File: config.mk
export PLATFORM = sky130hd
export DESIGN_NAME = gp_in_conditioner
export DESIGN_NICKNAME = d
export VERILOG_FILES = /design/src/rtl/gp_in_pkg.sv /design/src/rtl/gp_in_chan.sv /design/src/rtl/gp_in_conditioner.sv
export SDC_FILE = /design/constraint.sdc
export NUM_CORES = 1
export LEC_CHECK = 0
export ABC_AREA = 1
export BUFFER_PORTS_ARGS = -buffer_cell sky130_fd_sc_hd__buf_2
export CAP_MARGIN = 20
export CORE_MARGIN = 3
export CORE_UTILIZATION = 54
export CTS_CLUSTER_SIZE = 8
export DETAILED_ROUTE_END_ITERATION = 12
export PLACE_DENSITY_LB_ADDON = 0.25
export SYNTH_ARGS = -nofsm -noshare
export SYNTH_HDL_FRONTEND = slang
export SYNTH_HIERARCHICAL = 1
export SYNTH_SLANG_ARGS = --single-unit
File: constraint.sdc
create_clock -name clk_sys_i -period 1.3 [get_ports clk_sys_i]
set_input_delay 0.26 -clock clk_sys_i [delete_from_list [all_inputs] [get_ports clk_sys_i]]
set_output_delay 0.26 -clock clk_sys_i [all_outputs]
set_load 0.1 [all_outputs]
File: src/rtl/gp_in_pkg.sv
// Shared helpers for the board-input conditioner: sizing of the per-channel
// debounce counter.
package gp_in_pkg;

  // Counter must hold 0..n-1 and never collapse to zero width.
  function automatic int cnt_width(input int n);
    return (n <= 2) ? 1 : $clog2(n);
  endfunction

endpackage

File: src/rtl/gp_in_chan.sv
// One conditioned input channel: polarity, synchroniser, debounce, edge pulses
// and a sticky, enable-gated status bit.
module gp_in_chan
  import gp_in_pkg::*;
#(
  parameter int SyncStages     = 2,
  parameter int DebounceCycles = 50000,
  parameter bit Invert         = 1'b0
) (
  input  logic clk_sys_i,
  input  logic rst_sys_ni,
  input  logic raw_i,
  input  logic rise_en_i,
  input  logic fall_en_i,
  input  logic status_clr_i,
  output logic level_o,
  output logic rise_o,
  output logic fall_o,
  output logic status_o
);

  localparam int CntW = cnt_width(DebounceCycles);
  localparam logic [CntW-1:0] CntMax = CntW'(DebounceCycles - 1);

  logic [SyncStages-1:0] sync_p;
  logic                  synced;
  logic                  stable_q;
  logic [CntW-1:0]       cnt_q;
  logic                  rise_q;
  logic                  fall_q;
  logic                  status_q;
  logic                  accept;
  logic                  set_next;
  logic                  pulse_now;

  assign synced    = sync_p[SyncStages-1];
  assign accept    = (synced != stable_q) && (cnt_q == CntMax);
  assign set_next  = accept && ((synced && rise_en_i) || (!synced && fall_en_i));
  // An enabled pulse on show this cycle also overrides a clear strobe, so a
  // clear coinciding with the event never loses it.
  assign pulse_now = (rise_q && rise_en_i) || (fall_q && fall_en_i);

  always_ff @(posedge clk_sys_i) begin
    if (!rst_sys_ni) begin
      sync_p   <= '0;
      stable_q <= 1'b0;
      cnt_q    <= '0;
      rise_q   <= 1'b0;
      fall_q   <= 1'b0;
      status_q <= 1'b0;
    end else begin
      sync_p <= {sync_p[SyncStages-2:0], raw_i ^ Invert};
      rise_q <= 1'b0;
      fall_q <= 1'b0;
      if (synced == stable_q) begin
        cnt_q <= '0;
      end else if (cnt_q == CntMax) begin
        stable_q <= synced;
        cnt_q    <= '0;
        rise_q   <= synced;
        fall_q   <= !synced;
      end else begin
        cnt_q <= cnt_q + CntW'(1);
      end
      if (set_next) begin
        status_q <= 1'b1;
      end else if (status_clr_i && !pulse_now) begin
        status_q <= 1'b0;
      end
    end
  end

  assign level_o  = stable_q;
  assign rise_o   = rise_q;
  assign fall_o   = fall_q;
  assign status_o = status_q;

endmodule

File: src/rtl/gp_in_conditioner.sv
// Board-input conditioner: NumChannels independent debounced inputs whose
// sticky edge status is ORed into a single interrupt.
module gp_in_conditioner
  import gp_in_pkg::*;
#(
  parameter int                     NumChannels    = 5,
  parameter int                     SyncStages     = 2,
  parameter int                     DebounceCycles = 50000,
  parameter logic [NumChannels-1:0] InvertMask     = '0
) (
  input  logic                   clk_sys_i,
  input  logic                   rst_sys_ni,
  input  logic [NumChannels-1:0] gp_raw_i,
  input  logic [NumChannels-1:0] rise_en_i,
  input  logic [NumChannels-1:0] fall_en_i,
  input  logic [NumChannels-1:0] status_clr_i,
  output logic [NumChannels-1:0] gp_o,
  output logic [NumChannels-1:0] rise_o,
  output logic [NumChannels-1:0] fall_o,
  output logic [NumChannels-1:0] status_o,
  output logic                   irq_o
);

  for (genvar i = 0; i < NumChannels; i++) begin : g_chan
    gp_in_chan #(
      .SyncStages    (SyncStages),
      .DebounceCycles(DebounceCycles),
      .Invert        (InvertMask[i])
    ) u_chan (
      .clk_sys_i   (clk_sys_i),
      .rst_sys_ni  (rst_sys_ni),
      .raw_i       (gp_raw_i[i]),
      .rise_en_i   (rise_en_i[i]),
      .fall_en_i   (fall_en_i[i]),
      .status_clr_i(status_clr_i[i]),
      .level_o     (gp_o[i]),
      .rise_o      (rise_o[i]),
      .fall_o      (fall_o[i]),
      .status_o    (status_o[i])
    );
  end

  assign irq_o = |status_o;

endmodule

==> impl_metrics.csv <==
group,metric,value,unit
outcome,status,"complete, but fails checks",
outcome,failed_checks,"setup timing",
route,drtIter0Drc,195,
global_routing,gr-usage-met2,36.5,%
cts,cts_tree,"built",
global_routing,grt_pass1_wl,19100,um
cells_and_area,regArea,0.00230,mm2
timing,final_hold_viol_count,0,
global_routing,grt_antenna_before_repair,0,
timing,worst_slew_pin_slew,328,ps
timing,timing.hold.ws,63.6,ps
cells_and_area,fill_cells,607,
cts,clockRootBuffer,"clkbuf_8",
global_routing,grt_use_total,20.5,%
yosys,ys_seq_area_share,42.0,%
critical_path,crit_path_end_kind,"flip-flop",
yosys,synth_fp_nets,766,
route,first_pass_iters,5,
power,ir_drop,0.000683,V
die,ios,43,
placement,hpwl,8000,um
cells_and_area,finish.net_count,860,
yosys,ys_seq_elements,110,
route,drcViolationCount,0,
yosys,synth_top_area_share,42.0,%
cells_and_area,fin_util,77.1,%
timing,setup_violations,43,
timing,fmax,722,MHz
route,finalWirelength,13200,um
critical_path,start_kind,"flip-flop",
cts,htreeDepth,3,
power,power,0.00574,W
die,initial_core_util,56.2,%
timing,tns,-1540,ps
global_routing,busiest_layer,"met2",
placement,dp_cells,929,
cts,cts-buffers-inserted,9,
global_routing,grt.met3_usage,3.58,%
die,rows,35,
yosys,synth_area,0.00525,mm2
route,vias,5099,
cells_and_area,final_layout_size_suffix_gt1_share,37.7,%
die,core_area,0.00933,mm2
yosys,synthTopCellsByArea,"dfxtp_1 (42%), nand2_1 (13%), nor2_1 (9.7%), inv_1 (5.2%), nand3_1 (5.2%)",
yosys,syn_area_per_cell,7.10,um2
yosys,netlist_instances,739,
critical_path,path_class,"reg -> reg",
route,ant_nets,0,
yosys,ys.flop_type,"dfxtp_1",
timing,drv_slew,0,
cells_and_area,stdcell_count,967,
cts,clkTransAtPathRegs,110,ps
global_routing,grt_max_degree,19,
critical_path,cp_data_required_time,1560,ps
global_routing,grt_use_met1,24.7,%
placement,gp_congestion,0.832,
die,dieArea,0.0109,mm2
die,fp.dieW,105,um
critical_path,worstPathArrival,1650,ps
timing,skew,15.3,ps
timing,fin_ws,-85.6,ps
timing,rsz0062_at_grt,"true",
cells_and_area,insertedDiodeCount,0,
global_routing,grt_pass1_vias,4529,
placement,numPortBuffers,42,
route,wl_per_cell,13.6,um
timing,relSlewSlack,78.1,%
yosys,ys_warn_count,6,
cts,cts_max_path_buffers,2,
power,leakagePower,2.38,nW
yosys,yosys.area.top_type,"dfxtp_1",
route,vias_per_cell,5.27,
yosys,synth_edf_count,0,
cells_and_area,area_growth,37.2,%
global_routing,grt-ovfl-total,0,
yosys,synth.distinct_cells,26,
run,maxCapViolations,0,
die,die_h,105,um
hold_path,holdCritPathClass,"in -> reg",
critical_path,critPathMaxFanout,8,
cells_and_area,multi_input_area,0.00335,mm2
cts,clk-insertion-delay-late,370,ps
timing,period_share,107,%
yosys,async_flop_share,0,%
cts,clkSinkCount,110,
timing,fin_crit,1390,ps
power,power.density,798,mW/mm2
## logic make-up after synthesis
kind of cell	synth area share, %
AOI/OAI and AO/OA	4.60
xor gates and xnor gates	5.01
adders and majority gates	1.19
buffers and inverters	6.97
DFF	42.0
and+or+nand+nor	40.2
## placed cells by master (no fill, tap or decap), drive strengths merged
cell type  synthesis  layout
nand2            200     205
nor2             166     166
dfxtp            110     110
buf                5      83
inv               76      78
nand3             64      64
a21oi             35      35
xor2              20      20
nand4             15      15
nor3              13      13
clkbuf             0      10
xnor2             10      10
clkinv             4       6
o21bai             5       5
or2                5       5
ha                 5       5
o21ai              5       5
bufinv             0       1
clkinvlp           0       1
and3               1       1
## metrics by stage
stage	area (um2)	setup slack [ps]
4_1_cts	6490	-92.7
3_3_place_gp	6110	17.3
5_1_grt	7190	-143
2_1_floorplan	5300	-56.7
6_report	7190	-85.6
3_5_place_dp	6110	-57.6
## worst max-delay path, cell delays in order, from the launching register on
cell and delay, ps:
dfxtp_2 370, ha_4 160, nand3_4 90, nor2_4 150, nand3_4 210, nand2_8 220, a21oi_2 50
## power by group
part           internal, W  total (W)  switching (W)
clock             0.000959    0.00215        0.00119
combinational    0.0000863   0.000209       0.000123
sequential         0.00336    0.00338      0.0000175
## timing repair
| item | CTS | global route |
|---|---|---|
| cloned | 2 | 3 |
| pin swaps | 6 | 37 |
| endpoints found under the setup margin | 79 | 96 |
| gates resized for setup | 29 | 155 |
| buffers inserted | 2 | 15 |
| hold buffers | 0 | 0 |
## cells in the mapped netlist (6+ instances only)
master   number
a21oi_1      34
dfxtp_1     110
inv_1        73
nand2_1     188
nand2_2       7
nand3_1      54
nand3_2       6
nand4_1      15
nor2_1      136
nor2_2       29
nor3_1       13
xnor2_1      10
xor2_1       20
## per-layer routing
layer  vias up  part of all wire, %
met5         -                    0
met4         0                  2.7
met3        40                  4.4
met1      2401                   41
met2       142                   52
li1       2516                    -
## state kept, by name, indices dropped and copies added, names as in the netlist
register                flops
g_chan.u_chan/level_o       5
g_chan.u_chan/status_o      5
g_chan.u_chan/cnt_q        80
g_chan.u_chan/sync_p       10
g_chan.u_chan/fall_o        5
g_chan.u_chan/rise_o        5
## cell type report
class / count / area share [%]
repair buffers: 83 / 12.3
flip-flops and latches: 110 / 31.9
clock buffers: 10 / 1.91
well taps: 129 / 2.24
inverters: 80 / 4.17
clock inverters: 6 / 0.957
multi-input cells: 549 / 46.5
## path summary, 6_finish.rpt
check,cells after the start,endpoint,from,slack (ps)
setup reg to reg,6,g_chan[3].u_chan/cnt_q[12]$_SDFF_PP0_,g_chan[3].u_chan/cnt_q[1]$_SDFF_PP0_,-90
hold / removal,3,g_chan[2].u_chan/sync_p[0]$_SDFF_PN0_,gp_raw_i[2],60
setup / recovery,6,g_chan[3].u_chan/cnt_q[12]$_SDFF_PP0_,g_chan[3].u_chan/cnt_q[1]$_SDFF_PP0_,-90
hold reg to reg,2,g_chan[2].u_chan/sync_p[1]$_SDFF_PN0_,g_chan[2].u_chan/sync_p[0]$_SDFF_PN0_,430
Note: power is estimated with default switching activity, not from simulation.
